### src/rtl/pixel_stream_scanner.sv
// pixel_stream_scanner: raster coordinate scanner with latency-matched capture into a tagged ready/valid FIFO.
// Define SCAN_TINYVGA_PERMUTE_EN to reorder 6-bit pixels into TinyVGA pin order.
module pixel_stream_scanner #(
    parameter int H_ACTIVE   = 640,
    parameter int V_ACTIVE   = 480,
    parameter int XW         = 10,
    parameter int YW         = 10,
    parameter int PIX_W      = 6,
    parameter int RASTER_LAT = 1,
    parameter int FIFO_DEPTH = 8
) (
    input  logic             clk,
    input  logic             reset,
    input  logic             frame_req,
    output logic             scan_valid,
    output logic [XW-1:0]    scan_x,
    output logic [YW-1:0]    scan_y,
    input  logic [PIX_W-1:0] raster_rgb,
    output logic             out_valid,
    input  logic             out_ready,
    output logic [PIX_W-1:0] out_data,
    output logic             out_sof,
    output logic             out_eol,
    output logic             out_eof,
    output logic             busy,
    output logic             frame_done
);
    localparam int AW = $clog2(FIFO_DEPTH);
    localparam int CW = AW + 1;

    typedef enum logic [1:0] {IDLE, SCAN, DRAIN} state_t;

    state_t           state;
    logic [CW-1:0]    inflight, count;
    logic [AW-1:0]    rd_ptr, wr_ptr;
    logic [PIX_W+2:0] mem [FIFO_DEPTH];
    logic             issue, x_last, y_last, push, pop, done_now;
    logic [3:0]       iss_tag, cap_tag;
    logic [PIX_W-1:0] wr_rgb;

    assign x_last     = scan_x == XW'(H_ACTIVE - 1);
    assign y_last     = scan_y == YW'(V_ACTIVE - 1);
    // Credit: every issued pixel must already own a FIFO slot when it lands.
    assign issue      = state == SCAN && ({1'b0, inflight} + {1'b0, count} < (CW + 1)'(FIFO_DEPTH));
    assign scan_valid = issue;
    assign iss_tag    = {issue, scan_x == '0 && scan_y == '0, x_last, x_last && y_last};
    assign push       = cap_tag[3];
    assign out_valid  = count != '0;
    assign pop        = out_valid && out_ready;
    assign {out_data, out_sof, out_eol, out_eof} = out_valid ? mem[rd_ptr] : '0;
    assign busy       = state != IDLE;
    assign done_now   = state == DRAIN && inflight == '0 && count == CW'(pop);

    generate
        if (RASTER_LAT == 0) begin : g_no_pipe
            assign cap_tag = iss_tag;
        end else begin : g_pipe
            logic [3:0] pipe [RASTER_LAT];
            always_ff @(posedge clk) begin
                for (int i = 0; i < RASTER_LAT; i++)
                    pipe[i] <= reset ? 4'b0 : (i == 0 ? iss_tag : pipe[i == 0 ? 0 : i - 1]);
            end
            assign cap_tag = pipe[RASTER_LAT-1];
        end
`ifdef SCAN_TINYVGA_PERMUTE_EN
        if (PIX_W != 6) begin : g_bad_width
            $error("SCAN_TINYVGA_PERMUTE_EN requires PIX_W == 6");
            assign wr_rgb = raster_rgb;
        end else begin : g_permute
            assign wr_rgb = {raster_rgb[4], raster_rgb[2], raster_rgb[0],
                             raster_rgb[5], raster_rgb[3], raster_rgb[1]};
        end
`else
        assign wr_rgb = raster_rgb;
`endif
    endgenerate

    always_ff @(posedge clk)
        if (push) mem[wr_ptr] <= {wr_rgb, cap_tag[2:0]};

    always_ff @(posedge clk) begin
        if (reset) begin
            state      <= IDLE;
            scan_x     <= '0;
            scan_y     <= '0;
            inflight   <= '0;
            count      <= '0;
            rd_ptr     <= '0;
            wr_ptr     <= '0;
            frame_done <= 1'b0;
        end else begin
            frame_done <= done_now;
            inflight   <= inflight + CW'(issue) - CW'(push);
            count      <= count + CW'(push) - CW'(pop);
            wr_ptr     <= wr_ptr + AW'(push);
            rd_ptr     <= rd_ptr + AW'(pop);
            case (state)
                IDLE: if (frame_req) begin
                    state  <= SCAN;
                    scan_x <= '0;
                    scan_y <= '0;
                end
                SCAN: if (issue) begin
                    scan_x <= x_last ? '0 : scan_x + XW'(1);
                    scan_y <= x_last ? (y_last ? '0 : scan_y + YW'(1)) : scan_y;
                    if (x_last && y_last) state <= DRAIN;
                end
                DRAIN: if (done_now) state <= IDLE;
                default: state <= IDLE;
            endcase
        end
    end

    a_no_push_full: assert property (@(posedge clk) disable iff (reset) !(push && count == CW'(FIFO_DEPTH)));
endmodule
### config.mk
export PLATFORM = sky130hd
export DESIGN_NAME = pixel_stream_scanner
export DESIGN_NICKNAME = d
export VERILOG_FILES = /design/src/rtl/pixel_stream_scanner.sv
export SDC_FILE = /design/constraint.sdc
export NUM_CORES = 1
export LEC_CHECK = 0
export CORE_ASPECT_RATIO = 0.6
export CORE_MARGIN = 4
export CORE_UTILIZATION = 40
export CTS_BUF_LIST = sky130_fd_sc_hd__clkbuf_2 sky130_fd_sc_hd__clkbuf_4 sky130_fd_sc_hd__clkbuf_8
export DETAILED_ROUTE_END_ITERATION = 16
export GPL_ROUTABILITY_DRIVEN = 1
export SLEW_MARGIN = 15
export SYNTH_ARGS = -nofsm -noshare
export SYNTH_HDL_FRONTEND = slang
export SYNTH_SLANG_ARGS = --single-unit
### constraint.sdc
create_clock -name clk -period 4.9 [get_ports clk]
set_clock_uncertainty 0.05 [all_clocks]
set_input_delay 0.735 -clock clk [delete_from_list [all_inputs] [get_ports clk]]
set_output_delay 0.735 -clock clk [all_outputs]
set_load 0.005 [all_outputs]
# Word level (Yosys, flattened, before mapping)
# Memories as Yosys holds them, arrays and structs flattened. A register that Yosys moved wholly into a read port is not among the register bits.
# Index checks and enable logic that the tools add are counted.
# word_totals
out_inout_bits,33
inputBits,10
memories,2
word_cells,64
mem_bits_rw,76
regBits,37
# op_classes
reduce_logical,16
eq_ne,10
mux,18
n_lt_le_gt_ge,1
addsub,9
# mem_list
name,depth,width,rd,rd_clocked_by_memory_dff,write_ports,line,source
mem,8,9,1,1,1,36,logic [PIX_W+2:0] mem [FIFO_DEPTH];
g_pipe.pipe,1,4,1,0,1,58,logic [3:0] pipe [RASTER_LAT];
# op_table
operator,n
$mux 10,6
$pmux 10 s2,2
$add 10x1->10 const B,2
$logic_not 10->1,2
$eq 10x10->1 const B,1
$eq 10x9->1 const B,1
$ne 2x2->1 const B,5
$mux 9,1
$add 4x1->4,2
$mux 2,4
$reduce_and 4->1,2
$sub 4x1->4,2
$add 3x1->3,2
$logic_and 1x1->1,6
$pmux 2 s3,1
$add 4x4->5,1
$lt 5x4->1 const B,1
$eq 4x1->1,1
$logic_not 4->1,1
$mux 4,1
$reduce_bool 2->1,2
$reduce_bool 4->1,1
$mux 3,1
$reduce_and 3->1,1
other kinds (4),5

# Logic depth before layout (Yosys ltp)
# Gate-level depths: netlist of the first run.
# logic_depth
ltp_word,6
mapped_depth,11
depth_no_buf,11

# Worst setup path before layout of the first run
# No wires, ideal clock.
# synth_timing
path_kind,register to output
from,"register, netlist name rd_ptr[0]"
to,output out_data[4]
arrival_time_ns,1.608
n_path_buf,2
required_ns,4.115
path_slack_ns,2.507
path_stages_with_launch,6
cell_sequence,dfxtp_1 buf_2 buf_2 mux4_2 mux2i_1 nor2_1
# synth_lines
element,line,source
"end, declared",21,"output logic [PIX_W-1:0] out_data,"

==> flow_metrics.tcl, run 1 <==
set metrics [dict create \
    yosys.area_share.simple 0.133 \
    crit_path_max_incr_delay_ps 580 \
    num_vias 3132 \
    regArea_um2 2980 \
    yosysWarnings 0 \
    syn_nets 410 \
    synthesis.area_um2 4980 \
    path_max_fanout 13 \
    syn_inst 377 \
    port_buffers 42 \
    coreArea_um2 12100 \
    synthXorXnorAreaFrac 0.0229 \
    ctsResizeCount 0 \
    hold_ws_ps 484 \
    nets 458 \
    grt_max_degree 30 \
    fp-row-count 31 \
    antenna_found_initial 0 \
    antenna_left 0 \
    multi_input_area_um2 1840 \
    p_per_area_nw_per_um2 457 \
    period_share 0.689 \
    cts_buffers 17 \
    grt_usage 0.156 \
    grt_pass1_vias 3104 \
    drive_gt1_frac 0.142 \
    slew_viol_final 0 \
    root_buffer "clkbuf_8" \
    fin_area_um2 5990 \
    io_pins 43 \
    drt_wl_total_mm 10.6 \
    place_congestion 0.782 \
    die_width_um 152 \
    syn_avg_cell_area_um2 13.2 \
    synth-compound-area-share 0.0515 \
    seq_area_frac_synth 0.599 \
    dpl.hpwl_mm 7.17 \
    cp_cell_sequence "buf_4 > mux4_2 > mux2i_1 > nor2_1 > clkdlybuf4s50_1" \
    drt-met1-wl_mm 5.55 \
    dr_wl_met2_mm 4.53 \
    maxSlewHeadroom 0.242 \
    postCtsHoldBufs 0 \
    crit_path_end_kind "primary output" \
    routed-wl-met3_um 429 \
    overflow 0 \
    crit_slowest_cell "dfxtp_1" \
    synth_top_family_by_area "simple AND/OR/NAND/NOR gates" \
    placed_area_um2 5560 \
    clkSinkCount 113 \
    htreeDepth 4 \
    fin_tns_setup_ps 0 \
    cts_tree "built" \
    crit_arrival_ps 2590 \
    postCtsSetupBuffers 0 \
    crit_required_ps 4120 \
    wl_per_cell_um 17.6 \
    area_delta_synth_final_pct 20.3 \
    die-area_um2 14400 \
    worst-path-buf-inv 2 \
    max_cap_violations 0 \
    diodes 0 \
    cpLargestDelayFamily "buffers and inverters" \
    yosys.cell_types.count 48 \
    fmax_ghz 0.296 \
    layout_min_cycle_time_ps 3370 \
    highest_layer "met4" \
    hold_viol_final 0 \
    cp-start-kind "flip-flop" \
    nFillCells 1078 \
    drc 0 \
    yosys-mux-area-fraction 0.0995 \
    critical_path_class "flip-flop to primary output" \
    clockBufferDepth 2 \
    hp-class "flip-flop to flip-flop" \
    ys_seq_elements 113 \
    clkTransAtPathRegs_ps 70 \
    via_per_inst 5.19 \
    fin_util 0.495 \
    die_h_um 94.4 \
    worst_slew_pin_slew_ps 1130 \
    grt_pass1_wl_mm 17.1 \
    synth_fa_ha_area_frac 0.0608 \
    vdd_drop_max_mv 0.170 \
    dr.pass1.iters 4 \
    start_util 0.411 \
    clk_latency_ps 430 \
    leakagePower_uw 0.00206 \
    outcome "finished, final reports clean" \
    rsz0062_at_grt "false" \
    drt-initial-drc-count 150 \
    finalSetupViolations 0 \
]
==> layout by cell type (no fill, tap or decap), drive strengths merged, types with 3 or more instances in the layout <==
cell type,count
buf,3
clkinv,7
nor2b,7
clkinvlp,3
and4,3
edfxtp,72
bufinv,3
ha,21
dfxtp,41
nand3,9
nand2,17
clkbuf,17
nor3,7
a211oi,3
nor4,6
mux4,18
nor3b,5
nor4b,3
a31oi,3
xnor2,11
clkdlybuf4s50,42
a21o,8
inv,27
nor2,43
a21oi,9
mux2i,9
o21ai,10
nand4,6
nand2b,4
==> Yosys cell counts, drive strengths merged <==
master    n  area [um^2]
a2111oi   1         8.76
a211oi    3         22.5
a21o      8         60.1
a21oi     9         45.0
a311o     1         10.0
a311oi    1         8.76
a31o      1         8.76
a31oi     3         18.8
and2      2         12.5
and2b     1         8.76
and3      2         12.5
and3b     1         8.76
and4      3         28.8
and4bb    1         12.5
buf       7         35.0
clkbuf    9         33.8
dfxtp    41          821
edfxtp   72         2160
fa        2         40.0
ha       21          263
inv      25         93.8
mux2i     9         90.1
mux4     18          405
nand2    17         63.8
nand2b    4         25.0
nand3     9         57.6
nand4     6         52.6
nor2     43          161
nor2b     7         43.8
nor3      7         35.0
nor3b     5         37.5
nor4      6         50.0
nor4b     3         26.3
nor4bb    1         10.0
o2111ai   1         8.76
o211ai    1         7.51
o21a      1         7.51
o21ai    10         50.1
or4       1         7.51
or4b      1         10.0
xnor2    11         96.3
xor2      2         17.5
==> worst paths after layout <==
kind	from	to	slack [ps]	cells past startpoint
worst min-delay path	wr_ptr[2]$_SDFF_PP0_	wr_ptr[2]$_SDFF_PP0_	480	2
worst max register to register	inflight[2]$_SDFF_PP0_	scan_y[3]$_SDFFE_PP0P_	2330	7
worst max-delay path	rd_ptr[0]$_SDFF_PP0_	out_data[2]	1530	5
worst min register to register	wr_ptr[2]$_SDFF_PP0_	wr_ptr[2]$_SDFF_PP0_	480	2
==> worst min-delay path: stages (launching register included) <==
cell and delay (ps):
dfxtp_1 330, xnor2_1 130, nor2_1 30
==> through the flow <==
step / total power [uW] / cells / worst slack, ps
after floorplan: 1590 / 377 / 2510
after global placement: 1820 / 570 / 1950
after detailed placement: 1840 / 570 / 1910
after CTS: 2760 / 602 / 1440
after global routing: 2900 / 603 / 1320
final: 2740 / 603 / 1530
==> flip-flops by register name, indices dropped and copies added, names as in the netlist <==
register	cells
mem	72
scan_x	10
scan_y	10
count	4
g_pipe.pipe	4
inflight	4
rd_ptr	3
wr_ptr	3
state	2
frame_done	1
==> layer usage <==
| metal | track usage | vias up |
|---|---|---|
| met1 | 0.226 | 1562 |
| met2 | 0.226 | 59 |
| met4 | 0.0568 | 0 |
| met3 | 0.0417 | 13 |
| met5 | 0 | - |
| li1 | - | 1498 |
==> area by class of cell <==
type,instances,share of cell area
inverter,25,0.0157
multi-input combinational,223,0.308
timing repair buffer,45,0.0740
tap,165,0.0345
sequential,113,0.498
clock inverter,15,0.0311
clock buffer,17,0.0391
==> logic make-up (layout without fill, tap and decap cells) <==
logic type,count (synthesis),in the layout
AND/OR/NAND/NOR,120,120
flip-flops,113,113
buffers and inverters,41,102
AO/OA/AOI/OAI,40,40
multiplexers,27,27
adder cells (fa/ha/maj),23,23
XOR/XNOR,13,13
==> report_power, final <==
group | switching, uW | internal, uW | leakage (uW) | total, uW
registers | 69.8 | 1070 | 0.000986 | 1140
logic | 310 | 368 | 0.000876 | 678
clock network | 415 | 508 | 0.000200 | 923
Power figures use the tool's default switching activity.
==> inputs of run 2 (changes only) <==
==> constraint.sdc (replaced) <==
create_clock -name clk -period 3.1 [get_ports clk]
set_clock_uncertainty 0.05 [all_clocks]
set_input_delay 0.465 -clock clk [delete_from_list [all_inputs] [get_ports clk]]
set_output_delay 0.465 -clock clk [all_outputs]
set_load 0.005 [all_outputs]
==> run 2 against run 1 <==
Against the previous run:
- combinational power up 65%
- sequential power is 54% higher
- critical path depth unchanged
- worst setup slack worse by 1300 ps
- largest power group unchanged
==> flow_metrics.tcl, run 2 (synthesis gave the netlist of run 1 again) <==
set metrics [dict create \
    cts_buffers 17 \
    place_congestion 0.819 \
    combinationalPowerShare 0.257 \
    die-area_um2 14400 \
    path_max_fanout 18 \
    p_int_uw 3140 \
    critical_path_class "flip-flop to primary output" \
    area_delta_synth_final_pct 21.3 \
    drt-initial-drc-count 194 \
    nFillCells 1056 \
    outcome "finished, final reports clean" \
    clockBufferDepth 2 \
    crit_path_end_kind "primary output" \
    grt_pass1_wl_mm 16.3 \
    power_frac_seq 0.404 \
    top_regs "mem x72, scan_x x10, scan_y x10" \
    drive_gt1_frac 0.148 \
    fp-row-count 31 \
    maxSlewHeadroom 0.224 \
    switching_share 0.278 \
    htreeDepth 4 \
    cp-start-kind "flip-flop" \
    port_buffers 42 \
    wl_per_cell_um 16.7 \
    overflow 0 \
    postCtsHoldBufs 0 \
    coreArea_um2 12100 \
    root_buffer "clkbuf_8" \
    grt_pass1_vias 3074 \
    final_cell_mix "72 x edfxtp_1, 43 x nor2_1, 42 x clkdlybuf4s50_1" \
    p_switching_uw 1210 \
    largest_reg_flops 72 \
    drt_wl_total_mm 10.2 \
    dr.pass1.iters 5 \
    clkTransAtPathRegs_ps 70 \
    dp_cells 578 \
    hp-class "flip-flop to flip-flop" \
    io_pins 43 \
    antenna_left 0 \
    vdd_drop_max_mv 0.272 \
    leakagePower_uw 0.00209 \
    clk_latency_ps 420 \
    ctsResizeCount 0 \
    dpl.hpwl_mm 6.88 \
    start_util 0.411 \
    grt_usage 0.148 \
    rsz0062_at_grt "false" \
    slew_viol_final 0 \
    period_share 0.927 \
    max_cap_violations 0 \
    nets 465 \
    final_common_cell "edfxtp_1" \
    rrSetupSlack_ps 600 \
    top_register "mem" \
    drc 0 \
    diodes 0 \
    num_vias 3141 \
    p_per_area_nw_per_um2 719 \
    crit_arrival_ps 2360 \
    antenna_found_initial 0 \
    cts_tree "built" \
    crit_required_ps 2580 \
    fin_tns_setup_ps 0 \
    layout_min_cycle_time_ps 2870 \
    fmax_ghz 0.348 \
    hold_viol_final 0 \
    worst_slew_pin_slew_ps 1160 \
    finalSetupViolations 0 \
    postCtsSetupBuffers 0 \
    via_per_inst 5.15 \
    layout.cells.non_filler 610 \
    total_power_uw 4340 \
    clkSinkCount 113 \
    die_h_um 94.4 \
    die_width_um 152 \
    grt_max_degree 22 \
    clock_power_share 0.339 \
]
run 2: power groups by stage:
stage | Sequential [uW] | Clock [uW] | Combinational, uW
global route | 1770 | 1570 | 1240
floorplan | 1770 | 0 | 744
detailed placement | 1790 | 0 | 1130
finish | 1760 | 1470 | 1120
global placement | 1790 | 0 | 1100
CTS | 1760 | 1510 | 1130
run 2: worst max-delay path, cell delays in order, from the launching register on:
cell and delay, ps:
dfxtp_1 330, ha_1 300, a21oi_1 300, nand4_4 320, inv_1 180, clkdlybuf4s50_1 510
run 2: per-stage QoR:
step / hold WS [ps] / instance area, um^2 / setup slack (ps) / util
3_5_place_dp: 454 / 5610 / 590 / 0.464
6_report: 469 / 6040 / 225 / 0.499
5_1_grt: 495 / 6040 / 63.3 / 0.499
4_1_cts: 465 / 6040 / 164 / 0.499
2_1_floorplan: 427 / 4980 / 835 / -
3_3_place_gp: 458 / 5610 / 670 / 0.464
run 2: cell type report:
cell class / instances / area [um^2] / share of cell area
repair buffers: 52 / 495 / 0.0821
well taps: 165 / 206 / 0.0342
multi-input cells: 223 / 1830 / 0.304
clock buffers: 17 / 234 / 0.0387
clock inverters: 15 / 193 / 0.0319
flip-flops and latches: 113 / 2980 / 0.494
inverters: 25 / 93.8 / 0.0155
run 2: layer usage:
metal | global-route usage | vias up | routed length (um) | part of all wire
met5 | 0 | - | 0 | 0
met4 | 0.0501 | 0 | 129 | 0.013
met3 | 0.0412 | 11 | 694 | 0.068
met2 | 0.218 | 90 | 4390 | 0.43
met1 | 0.212 | 1533 | 4950 | 0.49
li1 | - | 1507 | - | -
run 2: worst paths after layout:
path | depth (start not counted) | to | from
worst max-delay path | 5 | scan_valid | inflight[2]$_SDFF_PP0_
worst min-delay path | 1 | g_pipe.pipe[0][2]$_SDFF_PP0_ | scan_x[9]$_SDFFE_PP0P_
worst max register to register | 6 | scan_y[9]$_SDFFE_PP0P_ | inflight[2]$_SDFF_PP0_
worst min register to register | 1 | g_pipe.pipe[0][2]$_SDFF_PP0_ | scan_x[9]$_SDFFE_PP0P_
==> inputs of run 3 (changes only) <==
--- a/config.mk
+++ b/config.mk
@@ -5,6 +5,7 @@
 export SDC_FILE = /design/constraint.sdc
 export NUM_CORES = 1
 export LEC_CHECK = 0
+export CAP_MARGIN = 20
 export CORE_ASPECT_RATIO = 0.6
 export CORE_MARGIN = 4
 export CORE_UTILIZATION = 40
==> constraint.sdc (replaced) <==
create_clock -name clk -period 2.6 [get_ports clk]
set_clock_uncertainty 0.05 [all_clocks]
set_input_delay 0.39 -clock clk [delete_from_list [all_inputs] [get_ports clk]]
set_output_delay 0.39 -clock clk [all_outputs]
set_load 0.005 [all_outputs]
==> run 3 against run 2 <==
Against the previous run:
- routed wire length about the same
- sequential share of layout area decreased by 0.27 points
- non-clock buffer count increased by 8
- final cell count increased by 1.3%
- critical path type unchanged
==> flow_metrics.tcl, run 3 (synthesis gave the netlist of run 1 again) <==
set metrics [dict create \
    outcome "finished, final reports clean" \
    num_vias 3127 \
    hold_viol_final 0 \
    clkTransAtPathRegs_ps 70 \
    clockBufferDepth 2 \
    cts_tree "built" \
    leakagePower_uw 0.00214 \
    final_common_cell "edfxtp_1" \
    fin_tns_setup_ps 0 \
    diodes 0 \
    fmax_ghz 0.403 \
    rrSetupSlack_ps 290 \
    dp_cells 585 \
    dpl.hpwl_mm 6.89 \
    area_delta_synth_final_pct 22.2 \
    layout.cells.non_filler 618 \
    reg2reg_to "count[2]$_SDFF_PP0_" \
    reg2regPathDepth 11 \
    min_to "g_pipe.pipe[0][2]$_SDFF_PP0_" \
    place_congestion 0.804 \
    power_frac_seq 0.419 \
    hp-class "flip-flop to flip-flop" \
    drt-initial-drc-count 196 \
    io_pins 43 \
    period_share 0.954 \
    worst_slew_pin_slew_ps 489 \
    clock_power_share 0.310 \
    die-area_um2 14400 \
    coreArea_um2 12100 \
    die_h_um 94.4 \
    critical_path_class "flip-flop to primary output" \
    fin_area_um2 6080 \
    p_per_area_nw_per_um2 828 \
    clk_latency_ps 420 \
    postCtsHoldBufs 0 \
    wl_per_cell_um 16.4 \
    drive_gt1_frac 0.174 \
    vdd_drop_max_mv 0.332 \
    maxSlewHeadroom 0.666 \
    layout_min_cycle_time_ps 2480 \
    top_regs "mem x72, scan_x x10, scan_y x10" \
    min_from "scan_x[9]$_SDFFE_PP0P_" \
    crit_path_end_kind "primary output" \
    finalSetupViolations 0 \
    drc 0 \
    dr.pass1.iters 4 \
    path_max_fanout 4 \
    htreeDepth 4 \
    largest_reg_flops 72 \
    p_int_uw 3570 \
    drt_wl_total_mm 10.2 \
    p_switching_uw 1460 \
    layout_setup_ws_ps 120 \
    rsz0062_at_grt "false" \
    via_per_inst 5.06 \
    slew_viol_final 0 \
    dp_slack_ps 208 \
    switching_share 0.291 \
    overflow 0 \
    root_buffer "clkbuf_8" \
    grt_usage 0.148 \
    top_register "mem" \
    crit_arrival_ps 2040 \
    max_cap_violations 0 \
    cts_buffers 17 \
    port_buffers 42 \
    nets 473 \
    antenna_found_initial 0 \
    final_cell_mix "72 x edfxtp_1, 42 x nor2_1, 38 x dfxtp_1" \
    crit_required_ps 2160 \
    combinationalPowerShare 0.270 \
    start_util 0.411 \
    fp-row-count 31 \
    die_width_um 152 \
    min_path_cells 1 \
    grt_pass1_vias 2973 \
    placed_area_um2 5680 \
    grt_pass1_wl_mm 16.2 \
    clkSinkCount 113 \
    postCtsSetupBuffers 0 \
    r2r_start "count[2]$_SDFF_PP0_" \
    antenna_left 0 \
    grt_max_degree 23 \
    cp-start-kind "flip-flop" \
]
-- run 3: stage by stage --
stage	util	hold WS [ps]	power (uW)
after floorplan	-	427	2990
after global placement	0.469	456	3510
after detailed placement	0.469	464	3530
after CTS	0.502	480	5100
after global routing	0.503	508	5350
final	0.503	478	5040
-- run 3: worst max-delay path, stage by stage (launching register included) --
cell,delay [ps]
dfxtp_1,320
ha_1,310
a21oi_2,220
nand4_4,150
inv_1,110
clkdlybuf4s50_1,500
-- run 3: area by class of cell --
class,instances,area [um^2]
fill,1056,6020
multi-input combinational,223,1840
sequential,113,2990
tap,165,206
clock buffer,17,234
timing repair buffer,60,577
inverter,25,93.8
clock inverter,15,145
-- run 3: timing repair --
item | CTS | global route
gates cloned | 1 | 0
endpoints found under the setup margin | 10 | 1
gates resized for setup | 13 | 3
-- run 3: how the worst max path moves through the flow --
stage,cells after the start,from,endpoint
2_1_floorplan,10,inflight[2]$_SDFF_PP0_,inflight[2]$_SDFF_PP0_
3_3_place_gp,9,out_ready,count[2]$_SDFF_PP0_
3_5_place_dp,9,out_ready,count[2]$_SDFF_PP0_
4_1_cts,5,count[1]$_SDFF_PP0_,scan_valid
5_1_grt,5,inflight[2]$_SDFF_PP0_,scan_valid
6_report,5,inflight[2]$_SDFF_PP0_,scan_valid
-- run 3: power groups by stage --
stage                     Sequential [uW]  Combinational, uW  Clock [uW]
after CTS                            2110               1380        1610
after detailed placement             2130               1400           0
after global placement               2130               1380           0
final                                2110               1360        1560
after global routing                 2130               1530        1690
after floorplan                      2110                887           0
-- run 3: layer usage --
layer,vias to the layer above,track usage,share of wire
met2,68,0.207,0.44
met3,9,0.0321,0.049
li1,1521,-,-
met5,-,0,0
met1,1529,0.221,0.50
met4,0,0.0628,0.0086
